===== config.mk =====
export PLATFORM = sky130hd
export DESIGN_NAME = mcu_reg_bridge
export DESIGN_NICKNAME = d
export VERILOG_FILES = /design/src/rtl/mcu_reg_bridge.sv
export SDC_FILE = /design/constraint.sdc
export NUM_CORES = 1
export LEC_CHECK = 0
export CORE_AREA = 2 2 110 112
export CTS_CLUSTER_DIAMETER = 100
export CTS_CLUSTER_SIZE = 25
export DETAILED_ROUTE_END_ITERATION = 10
export DIE_AREA = 0 0 112 114
export GPL_TIMING_DRIVEN = 1
export MAX_ROUTING_LAYER = met4
export PLACE_DENSITY_LB_ADDON = 0.12
export SETUP_SLACK_MARGIN = 0.3
export SLEW_MARGIN = 20
export SYNTH_ARGS = -nofsm -noshare
export SYNTH_HDL_FRONTEND = slang
export SYNTH_SLANG_ARGS = --single-unit
export TNS_END_PERCENT = 100

===== constraint.sdc =====
create_clock -name clk -period 4.85 [get_ports clk]
set_input_delay 0.97 -clock clk [delete_from_list [all_inputs] [get_ports clk]]
set_output_delay 0.97 -clock clk [all_outputs]
set_load 0.02 [all_outputs]

===== src/rtl/mcu_reg_bridge.sv =====
// SPI (mode 0) slave that turns one 40-bit MCU frame into a single 32-bit
// register write or read on a simple address/strobe register port.
module mcu_reg_bridge #(
   parameter int ADDR_W = 6
) (
   input  logic              clk,
   input  logic              reset,
   input  logic              spi_cs_n,
   input  logic              spi_sck,
   input  logic              spi_mosi,
   output logic              spi_miso,
   output logic [ADDR_W-1:0] reg_addr,
   output logic [31:0]       reg_wdata,
   output logic              reg_wstrobe,
   input  logic [31:0]       reg_rdata,
   output logic              xact_abort
);

   localparam logic [1:0] ST_IDLE    = 2'd0;
   localparam logic [1:0] ST_CMD     = 2'd1;
   localparam logic [1:0] ST_DATA    = 2'd2;
   localparam logic [1:0] ST_DONE    = 2'd3;
   localparam logic [5:0] CMD_LAST   = 6'd7;
   localparam logic [5:0] FRAME_LAST = 6'd39;
   localparam int         IDX_W      = ADDR_W - 2;

   logic             cs_p0, cs_p1, cs_p2;
   logic             sck_p0, sck_p1, sck_p2;
   logic             mosi_p0, mosi_p1;
   logic             vld_p0, vld_p1;
   logic             cs_armed;
   logic [1:0]       state;
   logic [5:0]       bit_cnt;
   logic             is_wr;
   logic             rd_load;
   logic [IDX_W-1:0] idx_sr;
   logic [31:0]      data_sr;

   logic             sck_rise, sck_fall, cs_rise, cs_fall;
   logic             abort_now, cmd_shift, cmd_last;
   logic             data_rise, data_last, rd_fall;
   logic [IDX_W-1:0] idx_next;
   logic [31:0]      wr_next;

   assign sck_rise  = sck_p1 & ~sck_p2;
   assign sck_fall  = ~sck_p1 & sck_p2;
   assign cs_rise   = cs_p1 & ~cs_p2;
   assign cs_fall   = ~cs_p1 & cs_p2;

   assign abort_now = ((state == ST_CMD) || (state == ST_DATA)) && cs_rise;
   assign cmd_shift = (state == ST_CMD) && !cs_rise && sck_rise;
   assign cmd_last  = cmd_shift && (bit_cnt == CMD_LAST);
   assign data_rise = (state == ST_DATA) && !cs_rise && sck_rise;
   assign data_last = data_rise && (bit_cnt == FRAME_LAST);
   assign rd_fall   = (state == ST_DATA) && !cs_rise && !is_wr && !rd_load && sck_fall;

   // Only the low command bits survive the shift: the word index lands here
   assign idx_next  = {idx_sr[IDX_W-2:0], mosi_p1};
   assign wr_next   = {data_sr[30:0], mosi_p1};

   // Stage p0/p1: two-flop synchronisers; p2 keeps the previous sample for edges
   always_ff @(posedge clk or posedge reset) begin
      if (reset) begin
         cs_p0   <= 1'b1;
         cs_p1   <= 1'b1;
         cs_p2   <= 1'b1;
         sck_p0  <= 1'b0;
         sck_p1  <= 1'b0;
         sck_p2  <= 1'b0;
         mosi_p0 <= 1'b0;
         mosi_p1 <= 1'b0;
         vld_p0  <= 1'b0;
         vld_p1  <= 1'b0;
      end else begin
         cs_p0   <= spi_cs_n;
         cs_p1   <= cs_p0;
         cs_p2   <= cs_p1;
         sck_p0  <= spi_sck;
         sck_p1  <= sck_p0;
         sck_p2  <= sck_p1;
         mosi_p0 <= spi_mosi;
         mosi_p1 <= mosi_p0;
         vld_p0  <= 1'b1;
         vld_p1  <= vld_p0;
      end
   end

   // Frame control; cs_armed blocks a frame that was already running across reset
   always_ff @(posedge clk or posedge reset) begin
      if (reset) begin
         state       <= ST_IDLE;
         bit_cnt     <= 6'd0;
         is_wr       <= 1'b0;
         rd_load     <= 1'b0;
         cs_armed    <= 1'b0;
         reg_addr    <= '0;
         reg_wdata   <= 32'd0;
         reg_wstrobe <= 1'b0;
         spi_miso    <= 1'b0;
         xact_abort  <= 1'b0;
      end else begin
         reg_wstrobe <= 1'b0;
         xact_abort  <= 1'b0;
         rd_load     <= 1'b0;
         if (vld_p1 && cs_p1) begin
            cs_armed <= 1'b1;
         end
         if (abort_now) begin
            state      <= ST_IDLE;
            xact_abort <= 1'b1;
            spi_miso   <= 1'b0;
         end else begin
            case (state)
               ST_IDLE: begin
                  if (cs_fall && cs_armed) begin
                     state   <= ST_CMD;
                     bit_cnt <= 6'd0;
                  end
               end
               ST_CMD: begin
                  if (cmd_shift) begin
                     bit_cnt <= bit_cnt + 6'd1;
                     if (bit_cnt == 6'd0) begin
                        is_wr <= mosi_p1;
                     end
                     if (cmd_last) begin
                        reg_addr <= {idx_next, 2'b00};
                        rd_load  <= ~is_wr;
                        state    <= ST_DATA;
                     end
                  end
               end
               ST_DATA: begin
                  if (rd_fall) begin
                     spi_miso <= data_sr[31];
                  end
                  if (data_rise) begin
                     if (data_last) begin
                        state    <= ST_DONE;
                        spi_miso <= 1'b0;
                        if (is_wr) begin
                           reg_wdata   <= wr_next;
                           reg_wstrobe <= 1'b1;
                        end
                     end else begin
                        bit_cnt <= bit_cnt + 6'd1;
                     end
                  end
               end
               ST_DONE: begin
                  if (cs_rise) begin
                     state <= ST_IDLE;
                  end
               end
               default: state <= ST_IDLE;
            endcase
         end
      end
   end

   // Shift datapath: no reset, contents are only consumed under control qualifiers
   always_ff @(posedge clk) begin
      if (cmd_shift) begin
         idx_sr <= idx_next;
      end
      if (rd_load) begin
         data_sr <= reg_rdata;
      end else if (data_rise && is_wr) begin
         data_sr <= wr_next;
      end else if (rd_fall) begin
         data_sr <= {data_sr[30:0], 1'b0};
      end
   end

endmodule


# == Word-level counts from Yosys, hierarchy flattened ==
# Cells that the tools add are included.
# totals
output_inout_bits,41
word_cells,106
register_bits,95
input_bits,37
# classes
n_bitwise,10
n_addsub,1
n_mux,31
reduce_logical,27
eq_ne,15
# op_table
cell,count
32-bit two-way mux,3
6-bit two-way mux,4
3-bit != test (second input constant),6
6-bit one-hot mux with 3 select lines,1
1-bit two-way mux,15
2-bit two-way mux,7
1-bit logical AND,13
6-bit AND reduction,2
2-bit != test (second input constant),4
2-bit one-hot mux with 4 select lines,1
4-bit AND reduction,2
6-bit by 1-bit adder with 6-bit output (second input constant),1
6-bit by 3-bit == test with 1-bit output (second input constant),1
6-bit == test (second input constant),1
6-bit zero test,1
1-bit NOT,6
3-bit nonzero test,2
5-bit AND reduction,1
1-bit AND,4
2-bit == test (second input constant),2
1-bit zero test,3
2-bit by 1-bit == test with 1-bit output (second input constant),1
2-bit zero test,1
2-bit nonzero test,1
1-bit logical OR,1

# == Longest topological paths before layout ==
# Gate-level depths: netlist of the first run.
# depth
depth_word,12
depth_mapped,7
mapped_depth_nobuf,7

# == Worst setup path before layout of the first run ==
# Ideal clock, no wire load.
# synth_timing
kind,register to register
start,register cs_p2
end,"register data_sr[0], enable pin"
slack_ns,2.054
setup_time_ns,0.428
n_path_buf,1
period_less_slack_ns,2.796
t_arrival_ns,2.368
t_required_ns,4.422
path_stages_with_launch,5
path_cell_list,dfstp_2 > nand2b_1 > buf_2 > nand2_1 > o21bai_1
# synth_via
elab_chain_cells,8
elab_cells_between_ends,10
cone_classes,bitwise (2); reduce/logical (8)
# synth_lines
element,line_no,text
"start, declared",27,"logic cs_p0, cs_p1, cs_p2;"
"start signal, assigned",77,cs_p2 <= cs_p1;
1-bit NOT *,47,assign cs_rise = cs_p1 & ~cs_p2;
1-bit AND *,47,
1-bit zero test *,"53, 55",
1-bit logical AND *,"53, 55",
1-bit logical AND (3 in series),55,assign rd_fall = (state == ST_DATA) && !cs_rise && !is_wr && !rd_load && sck_fall;
3-bit nonzero test (no source line) *,--,
"end signal, assigned",167,data_sr <= reg_rdata;
"end signal, assigned",169,data_sr <= wr_next;
"end signal, assigned",171,"data_sr <= {data_sr[30:0], 1'b0};"
"end, declared",37,logic [31:0] data_sr;
# Every way passes the cells marked *; elsewhere a longest branch is shown, timed or not.
# A chain may end at the register's enable or synchronous reset.

# == Final worst setup path of the first run ==
# layout_timing
start,register state[0]
end,register reg_wdata[2]
# layout_via
elab_chain_cells,5
elab_cells_between_ends,9
cone_classes,eq/ne (2); bitwise (1); reduce/logical (6)
# layout_lines
element,line_no,text
"start, declared",32,logic [1:0] state;
"start signal, assigned",91,state <= ST_IDLE;
"start signal, assigned",109,state <= ST_IDLE;
"start signal, assigned",116,state <= ST_CMD;
2-bit == test / 2-bit by 1-bit == test with 1-bit output (equally long branches),"50, 53, 113",
1-bit logical AND / 1-bit logical OR (equally long branches),"53, 50",
"1-bit logical AND, on equally long branches","53, 50",
1-bit logical AND / 1-bit NOT (equally long branches),--,
5-bit AND reduction (no source line) *,--,
"end signal, assigned",142,reg_wdata <= wr_next;
"end, declared",13,"output logic [31:0] reg_wdata,"
# Marked as above.

==> reports/metrics.cfg, run 1 <==
[placed_design]
io_buffers = 75
gp_congestion = 0.733
dp_hpwl_um = 5110
dp_cells = 478

[synthesis]
synth_top_area_share_pct = 35.8
synth_edf_count = 35
synthFlopType = dfrtp_1
ys_seq_area_share_pct = 64.1
synthTopCellsByCount = mux2_2, dfrtp_1, edfxtp_1
synthMostInstantiatedCell = mux2_2
synth_area_um2 = 3990
synth.avg_cell_area_um2 = 15.2
syn_inst = 262
async_flop_share_pct = 63.2
yosysWarningCount = 0
yosysUniqueCellTypes = 45
synthTopCellsByArea = dfrtp_1, edfxtp_1, mux2_2
synth_top_area_cell = dfrtp_1
synth_seq_cells = 95

[power]
p_seq_share_pct = 46.7
ir_drop_mv = 0.190
p_comb_share_pct = 15.9
p_per_area_nw_per_um2 = 378
clockPowerShare_pct = 37.5
p_sw_mw = 0.510
intPower_mw = 1.48
p_leak_nw = 2.16
switching_share_pct = 25.7

[cts]
cts_buffer_depth = 2
cts_root_buf = clkbuf_16
cts_made_buffers = 9
clk_pin_slew_ns = 0.07
ctsHoldBuffers = 0
clk_latency_ns = 0.33
cts_num_sinks = 95
post_cts_buffers = 0
htree_num_levels = 3
cts_resized = 0
cts_tree = yes

[setup_path]
critPathTopFamily = buffers and inverters
path_buf_inv = 2
cp_cell_sequence = inv_1 -> ha_1 -> nand3b_1 -> nand2_1 -> nor4_4 -> buf_4 -> mux2_2
critical_path_required_ns = 5.07
critPathCaptureType = flip-flop
crit_arrival_ns = 2.64
path_max_fanout = 33
max_stage_delay_ns = 0.44
cpMaxStageDelayCell = buf_4
startpoint_type = flip-flop
critPathKind = reg -> reg

[min_path]
hp-class = reg -> reg

[sta]
finalCritPeriodShare_pct = 50.0
rsz0062_at_grt = no
setup_tns_ns = 0
period_needed_ns = 2.43
hold_violations = 0
slew_violations = 0
fmax_mhz = 412
clock_skew_ns = 0.00973
slew-limit-headroom_pct = 51.5
setup_viol = 0
worst_slew_pin_slew_ns = 0.726

[floorplanning]
dieArea_um2 = 12800
rows = 40
initial_core_util_pct = 34.0
fp.dieH_um = 114
core-area_um2 = 11700
io-pin-count = 78
die_w_um = 112

[detailed_routing]
routed_wl_um = 7820
drtIter0Drc = 57
routedWlPerCell_um = 15.8
dr_total_vias = 2341
drt_first_pass_iters = 4
drc = 0
detail-route-antenna-nets = 0
viasPerCell = 4.73

[cells_and_area]
final_net_count = 388
final_cells = 495
utilization_pct = 44.8
antenna_cells = 0
area_growth_syn_to_layout_pct = 31.7
layout-drive-gt1-share_pct = 27.3

[global_routing]
grt_start_max_net_pins = 36
grt.total_usage_pct = 13.3
grt_pass1_vias = 2558
antenna_found_initial = 0
grt_pass1_wl_um = 13000
grt-ovfl-total = 0

[run]
cap_violations = 0

[status]
outcome = finished clean

-- final timing paths --
kind / startpoint / endpoint / slack (ns) / cells after the start
setup / recovery: state[0] / reg_wdata[2] / 2.42 / 7
min in group asynchronous: reset / reg_wdata[9] / 1.08 / 2
hold reg to reg: vld_p0 / vld_p1 / 0.35 / 0
setup reg to reg: state[0] / reg_wdata[2] / 2.42 / 7
max in group asynchronous: reset / bit_cnt[4] / 2.92 / 3
hold / removal: vld_p0 / vld_p1 / 0.35 / 0
-- flip-flops by register name, summed over array words and instances, names as in the netlist, 2 cells and up --
signal	cells
data_sr	32
state	2
reg_wdata	32
idx_sr	3
bit_cnt	6
reg_addr	4
-- cells in the final DEF (no fill, tap or decap), drive strengths merged, types with 2 or more instances in the layout --
cell / count
nand2: 10
and3: 4
edfxtp: 35
inv: 12
ha: 8
a31oi: 2
buf: 4
nor2: 5
mux2: 68
a21oi: 2
nor4b: 2
conb: 3
dfrtp: 57
nand3: 7
clkdlybuf4s50: 75
nand2b: 2
dfstp: 3
nand4: 2
or4: 2
o21ai: 8
clkbuf: 11
nor3b: 2
bufinv: 2
-- power groups by stage --
| stage | Clock (mW) | Sequential, mW | Combinational (mW) |
|---|---|---|---|
| final | 0.744 | 0.927 | 0.316 |
| after global routing | 0.796 | 0.935 | 0.355 |
| after CTS | 0.771 | 0.929 | 0.315 |
| after detailed placement | 0 | 0.944 | 0.312 |
| after global placement | 0 | 0.943 | 0.308 |
| after floorplan | 0 | 0.938 | 0.210 |
-- per-layer routing --
layer	global-route usage (%)	wire [µm]	up-vias
met5	-	0	-
met4	3.17	76	0
met3	3.51	352	6
met2	21.3	3660	60
met1	17.3	3730	1163
li1	-	-	1112
-- worst register-to-register path, delay by kind of cell (launching register included) --
family                   cells  cell delay, ns
adder cells (fa/ha/maj)      1            0.40
multiplexers                 1            0.42
buffers and inverters        2            0.55
flip-flops                   1            0.40
AND/OR/NAND/NOR              3            0.56
-- metrics by stage --
stage                     power [mW]  setup slack, ns  hold WS [ns]  instance area, µm²
after floorplan                 1.15             2.05         0.331                3990
after global placement          1.25             2.44         0.333                4910
after detailed placement        1.26             2.42         0.336                4910
after CTS                       2.01             2.41         0.350                5220
after global routing            2.09             2.26         0.362                5250
final                           1.99             2.42         0.348                5250
-- cell families after synthesis --
| group | after synthesis | share of synthesized area, % |
|---|---|---|
| AO/OA/AOI/OAI | 24 | 4.36 |
| other | 2 | 0.188 |
| buffers and inverters | 21 | 2.29 |
| AND/OR/NAND/NOR | 43 | 7.09 |
| adder cells (fa/ha/maj) | 8 | 2.51 |
| flip-flops | 95 | 64.1 |
| multiplexers | 69 | 19.5 |
-- cell type report --
cell class                 count  area, µm²
fill                        1110       6460
sequential                    95       2560
multi-input combinational    147       1360
timing repair buffer          79        801
clock buffer                  11        233
tap                          147        184
clock inverter                 5       81.3
inverter                      11       41.3
Note: power is estimated with default switching activity, not from simulation.
==> run 2: changes to the inputs <==
==> constraint.sdc (replaced) <==
create_clock -name clk -period 2.25 [get_ports clk]
set_input_delay 0.45 -clock clk [delete_from_list [all_inputs] [get_ports clk]]
set_output_delay 0.45 -clock clk [all_outputs]
set_load 0.02 [all_outputs]
==> run 2 against run 1 <==
Net effect: fmax increased by 19%; global-route usage grew 1.6 points; critical endpoint is now bit_cnt[5]; highest routed layer unchanged; clock power grew 100%; register-to-register slack got worse by 2.2 ns; via count up 9.1%; core utilization is 4.0 points higher; sequential power is 120% higher; combinational power increased to 3.3 times the previous value; cell count grew 6.7%.
==> reports/metrics.cfg, run 2 (synthesized netlist as in run 1, its figures left out) <==
[cts]
cts_tree = yes  ; unchanged
cts_num_sinks = 95  ; unchanged
htree_num_levels = 3  ; unchanged
ctsHoldBuffers = 0  ; unchanged
cts_root_buf = clkbuf_16  ; unchanged
cts_buffer_depth = 2  ; unchanged
clk_latency_ns = 0.34  ; was 0.33 ns
cts_made_buffers = 9  ; unchanged
clk_pin_slew_ns = 0.07  ; about the same

[global_routing]
grt_pass1_vias = 2732  ; was 2,558
antenna_found_initial = 0  ; unchanged
grt_pass1_wl_um = 14200  ; was 13,000 µm
grt-ovfl-total = 0  ; unchanged
grt.total_usage_pct = 14.9  ; was 13.3%
grt_start_max_net_pins = 61  ; was 36

[power]
p_seq_share_pct = 43.9  ; was 46.7%
p_sw_mw = 1.27  ; was 0.510 mW
intPower_mw = 3.29  ; was 1.48 mW
clockPowerShare_pct = 33.4  ; was 37.5%
p_comb_share_pct = 22.7  ; was 15.9%
p_leak_nw = 2.36  ; was 2.16 nW
total_power_mw = 4.56  ; was 1.99 mW
ir_drop_mv = 0.569  ; was 0.190 mV
switching_share_pct = 27.9  ; was 25.7%
p_per_area_nw_per_um2 = 797  ; was 378 nW/µm²

[setup_path]
max_stage_delay_ns = 0.45  ; was 0.44 ns
path_max_fanout = 5  ; was 33
reg2reg_slack_ns = 0.22  ; was 2.42 ns
critPathTopFamily = compound AO/OA/AOI/OAI gates  ; was buffers and inverters
cp_common_cell = o21ai_1
path_buf_inv = 1  ; was 2
cpMaxStageDelayCell = dfrtp_2  ; was buf_4
critPathCaptureType = flip-flop  ; unchanged
cp_cell_sequence = inv_2 -> ha_4 -> nand3b_1 -> o21ai_1 -> a2111o_1 -> or4_1 -> o21ai_1  ; was inv_1 -> ha_1 -> nand3b_1 -> nand2_1 -> nor4_4 -> buf_4 -> mux2_2
critPathKind = reg -> reg  ; unchanged
startpoint_type = flip-flop  ; unchanged
crit_arrival_ns = 2.29  ; was 2.64 ns
critical_path_required_ns = 2.51  ; was 5.07 ns

[sta]
period_needed_ns = 2.03  ; was 2.43 ns
hold_violations = 0  ; unchanged
fin_hold_ws_ns = 0.352  ; was 0.348 ns
rsz0062_at_grt = yes  ; was no
clock_skew_ns = 0.00941  ; was 0.00973 ns
slew_violations = 0  ; unchanged
setup_viol = 0  ; unchanged
fmax_mhz = 492  ; was 412 MHz
finalCritPeriodShare_pct = 90.3  ; was 50.0%
setup_tns_ns = 0  ; unchanged

[floorplanning]
core-area_um2 = 11700  ; unchanged
dieArea_um2 = 12800  ; unchanged
rows = 40  ; unchanged
die_w_um = 112  ; unchanged
fp.dieH_um = 114  ; unchanged
io-pin-count = 78  ; unchanged
initial_core_util_pct = 34.0  ; unchanged

[detailed_routing]
wirelength_met1_um = 4010  ; was 3730 µm
wl_met3_um = 412  ; was 352 µm
drtIter0Drc = 130  ; was 57
drt_first_pass_iters = 4  ; unchanged
viasPerCell = 4.84  ; was 4.73
drc = 0  ; unchanged
dr_total_vias = 2553  ; was 2,341
routed_wl_um = 9010  ; was 7820 µm
highest_layer = met4  ; unchanged
route.met2.wl_um = 4530  ; was 3660 µm
routedWlPerCell_um = 17.1  ; was 15.8 µm
detail-route-antenna-nets = 0  ; unchanged

[cells_and_area]
area_growth_syn_to_layout_pct = 43.6  ; was 31.7%
reg.largest.list = data_sr: 32 flops, reg_wdata: 32 flops, bit_cnt: 6 flops  ; unchanged
final_net_count = 421  ; was 388
layout_commonest_cell = clkdlybuf4s50_1  ; unchanged
antenna_cells = 0  ; unchanged
nFillCells = 1074  ; was 1,110
multi_input_area_um2 = 1510  ; was 1360 µm²
final-seq-area_um2 = 2560  ; about the same
mostFrequentLayoutCells = clkdlybuf4s50_1, dfrtp_1, mux2_2, edfxtp_1, buf_4  ; was clkdlybuf4s50_1, mux2_2, dfrtp_1, edfxtp_1
utilization_pct = 48.9  ; was 44.8%
layout-drive-gt1-share_pct = 38.8  ; was 27.3%

[placed_design]
io_buffers = 75  ; unchanged
dp_hpwl_um = 5300  ; was 5110 µm
gp_congestion = 0.744  ; was 0.733

[run]
cap_violations = 0  ; unchanged

[min_path]
hp-class = reg -> reg  ; unchanged

[status]
outcome = finished clean  ; unchanged

-- run 2: stage by stage --
step | area [µm²] | setup slack (ns) | instances
global placement | 5000 | 0.145 | 482
detailed placement | 5000 | 0.146 | 482
finish | 5730 | 0.219 | 528
floorplan | 4040 | 0.279 | 263
CTS | 5630 | 0.234 | 523
global route | 5730 | 0.147 | 528
-- run 2: timing repair --
action / in CTS / in global routing
pin swaps: 3 / 3
gates resized for setup: 25 / 19
gates cloned: 3 / 0
endpoints found under the hold margin: 0 / 0
endpoints found under the setup margin: 39 / 40
setup buffers: 22 / 5
-- run 2: area by class of cell --
class	instances	share of cell area, %
multi-input cells	147	26.4
clock buffers	11	4.61
inverters	11	0.721
repair buffers	112	19.7
well taps	147	3.21
clock inverters	5	0.656
flip-flops and latches	95	44.7
-- run 2: per-layer routing --
metal | vias up | GRT usage (%)
met5 | - | -
met4 | 0 | 3.90
met3 | 4 | 4.89
met2 | 57 | 24.5
met1 | 1308 | 18.0
li1 | 1184 | -
-- run 2: power groups by stage --
stage / Clock [mW] / Sequential, mW / Combinational, mW
finish: 1.52 / 2.00 / 1.04
global route: 1.64 / 2.02 / 1.14
CTS: 1.58 / 2.01 / 0.936
detailed placement: 0 / 2.04 / 0.727
global placement: 0 / 2.04 / 0.723
floorplan: 0 / 2.03 / 0.494
-- run 2: path summary, 6_finish.rpt --
path,depth (start not counted),start,endpoint
max,7,state[1],bit_cnt[5]
min,0,mosi_p0,mosi_p1
max reg2reg,7,state[1],bit_cnt[5]
min reg2reg,0,mosi_p0,mosi_p1
max in group asynchronous,3,reset,cs_p1
min in group asynchronous,3,reset,reg_wdata[9]
==> run 3: changes to the inputs <==
--- a/config.mk
+++ b/config.mk
@@ -11,6 +11,7 @@
 export DETAILED_ROUTE_END_ITERATION = 10
 export DIE_AREA = 0 0 112 114
 export GPL_TIMING_DRIVEN = 1
+export HOLD_SLACK_MARGIN = 0.03
 export MAX_ROUTING_LAYER = met4
 export PLACE_DENSITY_LB_ADDON = 0.12
 export SETUP_SLACK_MARGIN = 0.3
==> results of run 3 <==
Same layout as run 2: the final DEF is identical, and so are final timing and power.
